[src/rtl/matrix_row_scanner_pkg.sv]
// Shared constants, state encoding and row-drive helper for the 5x7 dot-matrix row scanner.
package matrix_row_scanner_pkg;

  localparam int         NUM_ROWS = 7;
  localparam int         NUM_COLS = 5;
  localparam logic [6:0] ROWS_OFF = 7'b1111111;
  localparam logic [2:0] LAST_ROW = 3'(NUM_ROWS - 1);

  typedef enum logic [1:0] {
    S_IDLE  = 2'd0,
    S_SHOW  = 2'd1,
    S_BLANK = 2'd2
  } state_t;

  // Active-low one-hot row drive for a 0-based row index.
  function automatic logic [NUM_ROWS-1:0] row_drive(input logic [2:0] idx);
    row_drive = ROWS_OFF & ~(7'b0000001 << idx);
  endfunction

endpackage

[src/rtl/matrix_row_scanner_if.sv]
// Pattern inputs and matrix pin outputs of the row scanner, grouped as one bundle.
interface matrix_row_scanner_if;
  import matrix_row_scanner_pkg::*;

  logic                en;
  logic [NUM_COLS-1:0] cl1;
  logic [NUM_COLS-1:0] cl2;
  logic [NUM_COLS-1:0] cl3;
  logic [NUM_COLS-1:0] cl4;
  logic [NUM_COLS-1:0] cl5;
  logic [NUM_COLS-1:0] cl6;
  logic [NUM_COLS-1:0] cl7;
  logic [NUM_ROWS-1:0] row_n;
  logic [NUM_COLS-1:0] col;
  logic                frame_done;

  modport master (
    output en, cl1, cl2, cl3, cl4, cl5, cl6, cl7,
    input  row_n, col, frame_done
  );

  modport slave (
    input  en, cl1, cl2, cl3, cl4, cl5, cl6, cl7,
    output row_n, col, frame_done
  );

endinterface

[src/rtl/matrix_row_scanner_dwell.sv]
// Loadable down-counter timing both the lit and blanking phases; saturates at zero.
module scan_dwell_counter #(
  parameter int CNT_W = 16
) (
  input  logic             clk,
  input  logic             rst,
  input  logic             load,
  input  logic [CNT_W-1:0] load_value,
  output logic             zero
);

  logic [CNT_W-1:0] count_r;

  // Dwell count register: load wins, otherwise count down and hold at zero.
  always_ff @(posedge clk or posedge rst) begin
    if (rst) begin
      count_r <= {CNT_W{1'b0}};
    end else if (load) begin
      count_r <= load_value;
    end else if (count_r != {CNT_W{1'b0}}) begin
      count_r <= count_r - CNT_W'(1);
    end else begin
      count_r <= count_r;
    end
  end

  assign zero = (count_r == {CNT_W{1'b0}});

endmodule

[src/rtl/matrix_row_scanner.sv]
// Latches seven row patterns per frame and multiplexes them onto the matrix one row at a time,
// with an optional all-off gap between rows.
module matrix_row_scanner
  import matrix_row_scanner_pkg::*;
#(
  parameter int DIV_COUNT    = 50000,
  parameter int BLANK_CYCLES = 500,
  parameter int CNT_W        = 16
) (
  input logic                 clk,
  input logic                 rst,
  matrix_row_scanner_if.slave bus
);

  localparam logic [CNT_W-1:0] DIV_LOAD   = CNT_W'(DIV_COUNT - 1);
  localparam logic [CNT_W-1:0] BLANK_LOAD = CNT_W'((BLANK_CYCLES > 0) ? BLANK_CYCLES - 1 : 0);
  localparam bit               HAS_BLANK  = (BLANK_CYCLES > 0);

  state_t                             state_r;
  logic [2:0]                         row_idx_r;
  logic [NUM_ROWS-1:0][NUM_COLS-1:0]  shadow_r;
  logic [NUM_ROWS-1:0]                row_n_r;
  logic [NUM_COLS-1:0]                col_r;
  logic                               frame_done_r;

  logic [NUM_ROWS-1:0][NUM_COLS-1:0]  capture_s;
  logic [2:0]                         nxt_idx_s;
  logic                               last_s;
  logic                               row_done_s;
  logic                               zero_s;
  logic                               load_s;
  logic [CNT_W-1:0]                   load_value_s;

  scan_dwell_counter #(.CNT_W(CNT_W)) u_dwell (
    .clk        (clk),
    .rst        (rst),
    .load       (load_s),
    .load_value (load_value_s),
    .zero       (zero_s)
  );

  // Phase-end detection and dwell counter reload for whichever phase comes next.
  always_comb begin
    capture_s  = {bus.cl7, bus.cl6, bus.cl5, bus.cl4, bus.cl3, bus.cl2, bus.cl1};
    nxt_idx_s  = row_idx_r + 3'd1;
    last_s     = (row_idx_r == LAST_ROW);
    row_done_s = 1'b0;
    load_s     = 1'b0;
    case (state_r)
      S_IDLE: begin
        load_s = bus.en;
      end
      S_SHOW: begin
        row_done_s = zero_s && !HAS_BLANK;
        load_s     = zero_s;
      end
      S_BLANK: begin
        row_done_s = zero_s;
        load_s     = zero_s;
      end
      default: begin
        load_s = 1'b0;
      end
    endcase
    if ((state_r == S_SHOW) && HAS_BLANK) begin
      load_value_s = BLANK_LOAD;
    end else if (row_done_s && last_s && !bus.en) begin
      load_value_s = {CNT_W{1'b0}};
    end else begin
      load_value_s = DIV_LOAD;
    end
  end

  // Scan FSM; row/column drives are computed for the state being entered so they stay registered.
  always_ff @(posedge clk or posedge rst) begin
    if (rst) begin
      state_r      <= S_IDLE;
      row_idx_r    <= 3'd0;
      shadow_r     <= '{default: {NUM_COLS{1'b0}}};
      row_n_r      <= ROWS_OFF;
      col_r        <= {NUM_COLS{1'b0}};
      frame_done_r <= 1'b0;
    end else begin
      frame_done_r <= 1'b0;
      if (row_done_s) begin
        if (!last_s) begin
          row_idx_r <= nxt_idx_s;
          state_r   <= S_SHOW;
          row_n_r   <= row_drive(nxt_idx_s);
          col_r     <= shadow_r[nxt_idx_s];
        end else begin
          frame_done_r <= 1'b1;
          row_idx_r    <= 3'd0;
          if (bus.en) begin
            shadow_r <= capture_s;
            state_r  <= S_SHOW;
            row_n_r  <= row_drive(3'd0);
            col_r    <= capture_s[0];
          end else begin
            state_r <= S_IDLE;
            row_n_r <= ROWS_OFF;
            col_r   <= {NUM_COLS{1'b0}};
          end
        end
      end else begin
        case (state_r)
          S_IDLE: begin
            if (bus.en) begin
              shadow_r  <= capture_s;
              row_idx_r <= 3'd0;
              state_r   <= S_SHOW;
              row_n_r   <= row_drive(3'd0);
              col_r     <= capture_s[0];
            end else begin
              row_n_r <= ROWS_OFF;
              col_r   <= {NUM_COLS{1'b0}};
            end
          end
          S_SHOW: begin
            if (zero_s) begin
              state_r <= S_BLANK;
              row_n_r <= ROWS_OFF;
              col_r   <= {NUM_COLS{1'b0}};
            end else begin
              state_r <= S_SHOW;
            end
          end
          S_BLANK: begin
            state_r <= S_BLANK;
          end
          default: begin
            state_r   <= S_IDLE;
            row_idx_r <= 3'd0;
            row_n_r   <= ROWS_OFF;
            col_r     <= {NUM_COLS{1'b0}};
          end
        endcase
      end
    end
  end

  assign bus.row_n      = row_n_r;
  assign bus.col        = col_r;
  assign bus.frame_done = frame_done_r;

endmodule

[src/flat_wrapper.sv]
// flat-port wrapper written by rule: the top's interface ports become plain ports
module matrix_row_scanner_flat import matrix_row_scanner_pkg::*;
#(
  parameter int DIV_COUNT    = 50000,
  parameter int BLANK_CYCLES = 500,
  parameter int CNT_W        = 16
)
  (clk, rst, bus_en, bus_cl1, bus_cl2, bus_cl3, bus_cl4, bus_cl5, bus_cl6, bus_cl7, bus_row_n, bus_col, bus_frame_done);
  matrix_row_scanner_if bus_i ();
  input logic clk;
  input logic rst;
  input wire logic [$bits(bus_i.en)-1:0] bus_en;
  input wire logic [$bits(bus_i.cl1)-1:0] bus_cl1;
  input wire logic [$bits(bus_i.cl2)-1:0] bus_cl2;
  input wire logic [$bits(bus_i.cl3)-1:0] bus_cl3;
  input wire logic [$bits(bus_i.cl4)-1:0] bus_cl4;
  input wire logic [$bits(bus_i.cl5)-1:0] bus_cl5;
  input wire logic [$bits(bus_i.cl6)-1:0] bus_cl6;
  input wire logic [$bits(bus_i.cl7)-1:0] bus_cl7;
  output wire logic [$bits(bus_i.row_n)-1:0] bus_row_n;
  output wire logic [$bits(bus_i.col)-1:0] bus_col;
  output wire logic [$bits(bus_i.frame_done)-1:0] bus_frame_done;
  assign bus_i.en = bus_en;
  assign bus_i.cl1 = bus_cl1;
  assign bus_i.cl2 = bus_cl2;
  assign bus_i.cl3 = bus_cl3;
  assign bus_i.cl4 = bus_cl4;
  assign bus_i.cl5 = bus_cl5;
  assign bus_i.cl6 = bus_cl6;
  assign bus_i.cl7 = bus_cl7;
  assign bus_row_n = bus_i.row_n;
  assign bus_col = bus_i.col;
  assign bus_frame_done = bus_i.frame_done;
  matrix_row_scanner #(.DIV_COUNT(DIV_COUNT), .BLANK_CYCLES(BLANK_CYCLES), .CNT_W(CNT_W)) u_core (.clk(clk), .rst(rst), .bus(bus_i));
endmodule
[config.mk]
export PLATFORM = sky130hd
export DESIGN_NAME = matrix_row_scanner_flat
export DESIGN_NICKNAME = d
export VERILOG_FILES = /design/src/rtl/matrix_row_scanner_pkg.sv /design/src/rtl/matrix_row_scanner_if.sv /design/src/rtl/matrix_row_scanner_dwell.sv /design/src/rtl/matrix_row_scanner.sv /design/src/flat_wrapper.sv
export SDC_FILE = /design/constraint.sdc
export NUM_CORES = 1
export LEC_CHECK = 0
export ABC_CLOCK_PERIOD_IN_PS = 3900
export CAP_MARGIN = 20
export CORE_MARGIN = 4
export CORE_UTILIZATION = 40
export DETAILED_ROUTE_END_ITERATION = 16
export HOLD_SLACK_MARGIN = 0.08
export PLACE_DENSITY = 0.63
export SLEW_MARGIN = 20
export SYNTH_ARGS = -nofsm -noshare
export SYNTH_HDL_FRONTEND = slang
export SYNTH_SLANG_ARGS = --single-unit
[constraint.sdc]
create_clock -name clk -period 3.9 [get_ports clk]
set_input_delay 0.975 -clock clk [delete_from_list [all_inputs] [get_ports clk]]
set_output_delay 0.975 -clock clk [all_outputs]
set_load 0.1 [all_outputs]
==> impl_metrics.toml, run 1 <==
[grt]
antenna_found_initial = 0
grt.overflow.total = 0
grt_pass1_vias = 2536
grtUsageTotal_pct = 15.1
grt_pass1_wl_mm = 13.1
grt_max_degree = 41

[power_and_ir_drop]
pwr-share-comb_pct = 40.2
switching_share_pct = 35.8
p_leak_uw = 0.00191
intPower_uw = 2040
powerDensity_nw_per_um2 = 704
ir_drop_mv = 0.442
p_sw_uw = 1140
clock_power_share_pct = 21.0
pwr-share-seq_pct = 38.8

[cts]
cts.sinks = 69
cts_hold_buf = 0
clk_latency_ns = 0.35
clockRootBuffer = "clkbuf_8"
clk_pin_slew_ns = 0.07
numCtsBuffers = 9
postCtsResizedCells = 0
cts_setup_buffers = 0
clockBufferDepth = 2
cts_tree = "built"
cts_max_level = 3

[synth]
yosys.area_share.simple_pct = 11.1
synth_xor_area_share_pct = 3.35
synth_cell_types = 50
synth_top_family_by_area = "multiplexers"
synthCells = 302
syn_avg_cell_area_um2 = 12.1
synth-compound-area-share_pct = 10.8
synth_warnings = 0
syn_nets = 352
seq_area_frac_synth_pct = 47.4
synth_edf_count = 0
synthMuxAreaShare_pct = 19.8
syn_area_um2 = 3660
synthAdderAreaFrac_pct = 4.10
synth-seq-cells = 69
ys_async_sr_fraction_pct = 100
synth_flop_cell = "dfrtp_1"

[finish]
postLayoutCoreUtil_pct = 51.2
nets = 407
fillers = 781
final_cell_area_um2 = 4510
drive_above_1_share_pct = 23.2
area_delta_synth_final_pct = 23.1
mostFrequentLayoutCell = "dfrtp_1"
n_antenna_cell = 0
layout_common_cells = "dfrtp_1 (62), clkdlybuf4s50_1 (43), mux2_4 (30)"
instances_no_fill = 470

[worst_setup_path]
crit_path_end = "bus_col[4]"
rrSetupSlack_ns = 1.03
r2r_cells = 7
startpoint = "u_core.bus.col[4]"
crit_arrival_ns = 1.91
r2r_start = "u_core.u_dwell.count_r[2]"
cp.buffers_inverters = 1
startpoint_type = "flop"
worstSetupPathType = "reg -> out"
path_cells = "clkdlybuf4s50_1"
r2r-end = "u_core.shadow_r[27]"
crit_path_max_incr_delay_ns = 1.16
path_delay_family = "buffers and inverters"
path_depth = 1
crit_fanout = 2
worstPathRequired_ns = 2.92
endpoint_kind = "output port"
crit_path_top_delay_cell = "clkdlybuf4s50_1"

[die]
dieArea_um2 = 10800
ios = 51
die_h_um = 104
start_util_pct = 41.6
core_um2 = 8810
dieWidth_um = 104
row_count = 34

[drt]
vias = 2519
avgRoutedWirePerCell_um = 16.8
routed_wl_mm = 7.90
drc = 0
dr.pass1.iters = 4
vias_per_cell = 5.36
ant_nets = 0
drtIter0Drc = 144

[worst_hold_path]
hold_class = "reg -> reg"
hp-start = "u_core.shadow_r[29]"

[sta]
worstMarginPinSlew_ns = 0.973
hold_viol = 0
fmax_mhz = 347
min_period_over_period_pct = 73.9
fin_skew_ns = 0.0109
setup_viol = 0
finalMaxSlewViolations = 0
period_needed_ns = 2.88
relSlewSlack_pct = 35.0
fin_tns_setup_ns = 0
rsz0062_at_grt = "false"

[place]
dpl.cell_count = 454
gp_congestion = 0.822
placed_area_um2 = 4290
io_buffer_count = 50
hpwl_mm = 5.48

[job]
drv_cap = 0

[status]
status = "finished, final reports clean"
worst min path at each step:
stage                           to  cells after the start
2_1_floorplan  u_core.shadow_r[29]                      1
4_1_cts        u_core.shadow_r[29]                      1
3_5_place_dp   u_core.shadow_r[29]                      1
6_report       u_core.shadow_r[29]                      1
3_3_place_gp   u_core.shadow_r[27]                      1
5_1_grt        u_core.shadow_r[28]                      1
per-layer routing:
layer	part of all wire, %	GRT usage, %
met3	4.3	4.23
met2	46	22.7
met5	0	0
met4	0.71	3.70
met1	48	21.6
kinds of logic (layout without fill, tap and decap cells):
| group | after synthesis | after routing |
|---|---|---|
| and+or+nand+nor | 75 | 75 |
| AOI/OAI and AO/OA | 57 | 57 |
| DFF | 69 | 69 |
| buffers and inverters | 25 | 85 |
| muxes | 50 | 50 |
| adders and majority gates | 12 | 12 |
| xor gates and xnor gates | 14 | 14 |
sequential cells by signal, indices dropped and copies added (netlist names):
signal,count
u_core.bus.frame_done,1
u_core.bus.col,5
u_core.shadow_r,35
u_core.state_r,2
u_core.u_dwell.count_r,16
u_core.bus.row_n,7
u_core.row_idx_r,3
metrics by stage:
step,hold WS [ns],worst slack (ns),total power (uW)
detailed placement,0.481,1.07,2520
finish,0.494,1.02,3170
CTS,0.497,1.01,3190
floorplan,0.459,1.15,2220
global route,0.522,0.911,3370
global placement,0.469,1.10,2490
cells in the mapped netlist, types with 2 or more instances:
cell type   n  area share, %
a211oi_1    2           0.41
a21o_1      2           0.41
a21oi_1     7           0.96
a22oi_1     5            1.0
a31o_2      5            1.2
a31oi_1     5           0.85
and3_1      2           0.34
buf_2       3           0.41
buf_6       4            1.2
clkbuf_1    6           0.61
dfrtp_1    62             42
dfstp_2     7            5.0
ha_1       12            4.1
inv_1      11            1.1
mux2_1      5            1.5
mux2_4     30             12
mux2i_1     8            2.2
mux4_2      5            3.1
nand2_1    14            1.4
nand2b_1    6            1.0
nand3_1    12            1.6
nand3b_1    2           0.41
nand4_1     5           0.85
nor2_1     19            1.9
nor3_1      6           0.82
nor4_4      2            1.2
o21ai_0    11            1.5
o22ai_1     4           0.68
o2bb2ai_1   7            1.7
xnor2_1     7            1.7
xor2_1      7            1.7
final cells by class:
class,instances,area [um2],area share (%)
clock inverters,5,82.6,1.83
flip-flops and latches,69,1740,38.5
inverters,11,41.3,0.916
multi-input cells,208,1810,40.0
well taps,108,135,3.00
repair buffers,58,568,12.6
clock buffers,11,141,3.14
power by group through the flow:
stage          clock (uW)  combinational (uW)  sequential [uW]
4_1_cts               677                1290             1230
5_1_grt               716                1390             1270
3_3_place_gp            0                1260             1230
6_report              666                1280             1230
2_1_floorplan           0                 890             1330
3_5_place_dp            0                1280             1240
No activity file was read; power rests on OpenSTA's default activity.
==> run 2, diff against run 1 <==
--- a/config.mk
+++ b/config.mk
@@ -5,7 +5,7 @@
 export SDC_FILE = /design/constraint.sdc
 export NUM_CORES = 1
 export LEC_CHECK = 0
-export ABC_CLOCK_PERIOD_IN_PS = 3900
+export ABC_CLOCK_PERIOD_IN_PS = 2700
 export CAP_MARGIN = 20
 export CORE_MARGIN = 4
 export CORE_UTILIZATION = 40
==> constraint.sdc (replaced) <==
create_clock -name clk -period 2.7 [get_ports clk]
set_input_delay 0.675 -clock clk [delete_from_list [all_inputs] [get_ports clk]]
set_output_delay 0.675 -clock clk [all_outputs]
set_load 0.1 [all_outputs]
==> impl_metrics.toml, run 2 (same netlist as run 1, synthesis figures left out) <==
[finish]
nets = 414
layout_common_cells = "dfrtp_1 (62), clkdlybuf4s50_1 (37), mux2_4 (30)"
n_antenna_cell = 0
fillers = 790
largest_register_ff_count = 35
final_cell_area_um2 = 4530
drive_above_1_share_pct = 26.6
mostFrequentLayoutCell = "dfrtp_1"
multi_input_area_um2 = 1810
area_delta_synth_final_pct = 23.7
top_register = "u_core.shadow_r"
regArea_um2 = 1740

[drt]
avgRoutedWirePerCell_um = 16.8
dr.pass1.iters = 4
drc = 0
drtIter0Drc = 133
routed_wl_mm = 8.03
vias = 2546
ant_nets = 0
vias_per_cell = 5.34

[cts]
cts.sinks = 69
cts_tree = "built"
cts_hold_buf = 0
cts_max_level = 3
clk_pin_slew_ns = 0.08
numCtsBuffers = 9
cts_setup_buffers = 0
clockBufferDepth = 2
clockRootBuffer = "clkbuf_8"
postCtsResizedCells = 0
clk_latency_ns = 0.34

[sta]
fin_tns_setup_ns = 0
fmax_mhz = 406
setup_viol = 0
rsz0062_at_grt = "false"
hold_viol = 0
relSlewSlack_pct = 49.5
hold_ws_ns = 0.499
period_needed_ns = 2.46
finalMaxSlewViolations = 0
min_period_over_period_pct = 91.2
fin_skew_ns = 0.0157
worstMarginPinSlew_ns = 0.737

[grt]
grt_max_degree = 70
antenna_found_initial = 0
grt.overflow.total = 0
grt_pass1_vias = 2574
grtUsageTotal_pct = 15.3
grt_pass1_wl_mm = 13.3

[worst_setup_path]
startpoint_type = "flop"
r2r-end = "u_core.shadow_r[25]"
crit_fanout = 40
rrSetupSlack_ns = 0.24
path_cells = "or4_4 > nor2_1 > and3_1 > mux2i_4 > buf_12 > mux2_1"
crit_path_max_incr_delay_ns = 0.58
cp.buffers_inverters = 1
endpoint_kind = "flop"
crit_arrival_ns = 2.69
path_delay_family = "simple AND/OR/NAND/NOR gates"
r2r_start = "u_core.u_dwell.count_r[2]"
worstPathRequired_ns = 2.93
crit_path_top_delay_cell = "or4_4"
r2r_cells = 6
worstSetupPathType = "reg -> reg"

[worst_hold_path]
hold_depth = 1
hp-start = "u_core.shadow_r[25]"
holdPathEnd = "u_core.shadow_r[25]"
hold_class = "reg -> reg"

[power_and_ir_drop]
powerDensity_nw_per_um2 = 1000
p_leak_uw = 0.00195
ir_drop_mv = 0.465

[place]
placed_area_um2 = 4320
gp_congestion = 0.781
hpwl_mm = 5.58
io_buffer_count = 50

[job]
drv_cap = 0

[die]
dieWidth_um = 104
dieArea_um2 = 10800
row_count = 34
core_um2 = 8810
start_util_pct = 41.6
die_h_um = 104
ios = 51

[status]
status = "finished, final reports clean"
[run 2: final cells by class]
| class | instances | share of cell area (%) |
|---|---|---|
| clock buffers | 10 | 3.04 |
| well taps | 108 | 2.98 |
| repair buffers | 65 | 13.4 |
| flip-flops and latches | 69 | 38.3 |
| multi-input cells | 208 | 39.9 |
| clock inverters | 6 | 1.55 |
| inverters | 11 | 0.911 |
[run 2: power breakdown]
part / switching (uW) / leakage (uW) / internal, uW / total (uW)
combinational: 895 / 0.00100 / 956 / 1850
clock: 435 / 0.000107 / 459 / 893
sequential: 336 / 0.000845 / 1460 / 1790
[run 2: layer usage]
| metal | GRT usage, % | vias up | share of wire (%) |
|---|---|---|---|
| met4 | 4.08 | 0 | 0.85 |
| met1 | 21.5 | 1264 | 48 |
| met3 | 4.35 | 6 | 4.3 |
| met2 | 23.4 | 53 | 47 |
| li1 | - | 1223 | - |
| met5 | 0 | - | 0 |
[run 2: worst max-delay path by stage]
stage | cells past startpoint | endpoint | from | slack [ns]
finish | 6 | u_core.shadow_r[25] | u_core.u_dwell.count_r[2] | 0.24
global route | 8 | u_core.shadow_r[25] | u_core.u_dwell.count_r[0] | 0.12
CTS | 6 | u_core.shadow_r[25] | u_core.u_dwell.count_r[2] | 0.24
detailed placement | 5 | u_core.shadow_r[25] | bus_en | 0.22
global placement | 5 | u_core.shadow_r[29] | bus_en | 0.23
floorplan | 10 | u_core.bus.col[1] | u_core.row_idx_r[0] | 0.08
[run 2: metrics by stage]
stage                     worst slack [ns]  utilization [%]  std cells  total power [uW]
final                                0.238             51.4        477              4540
after global routing                 0.116             51.4        477              4840
after CTS                            0.239             51.4        477              4570
after detailed placement             0.221             49.1        461              3660
after global placement               0.227             49.1        461              3620
after floorplan                     0.0806                -        302              3210
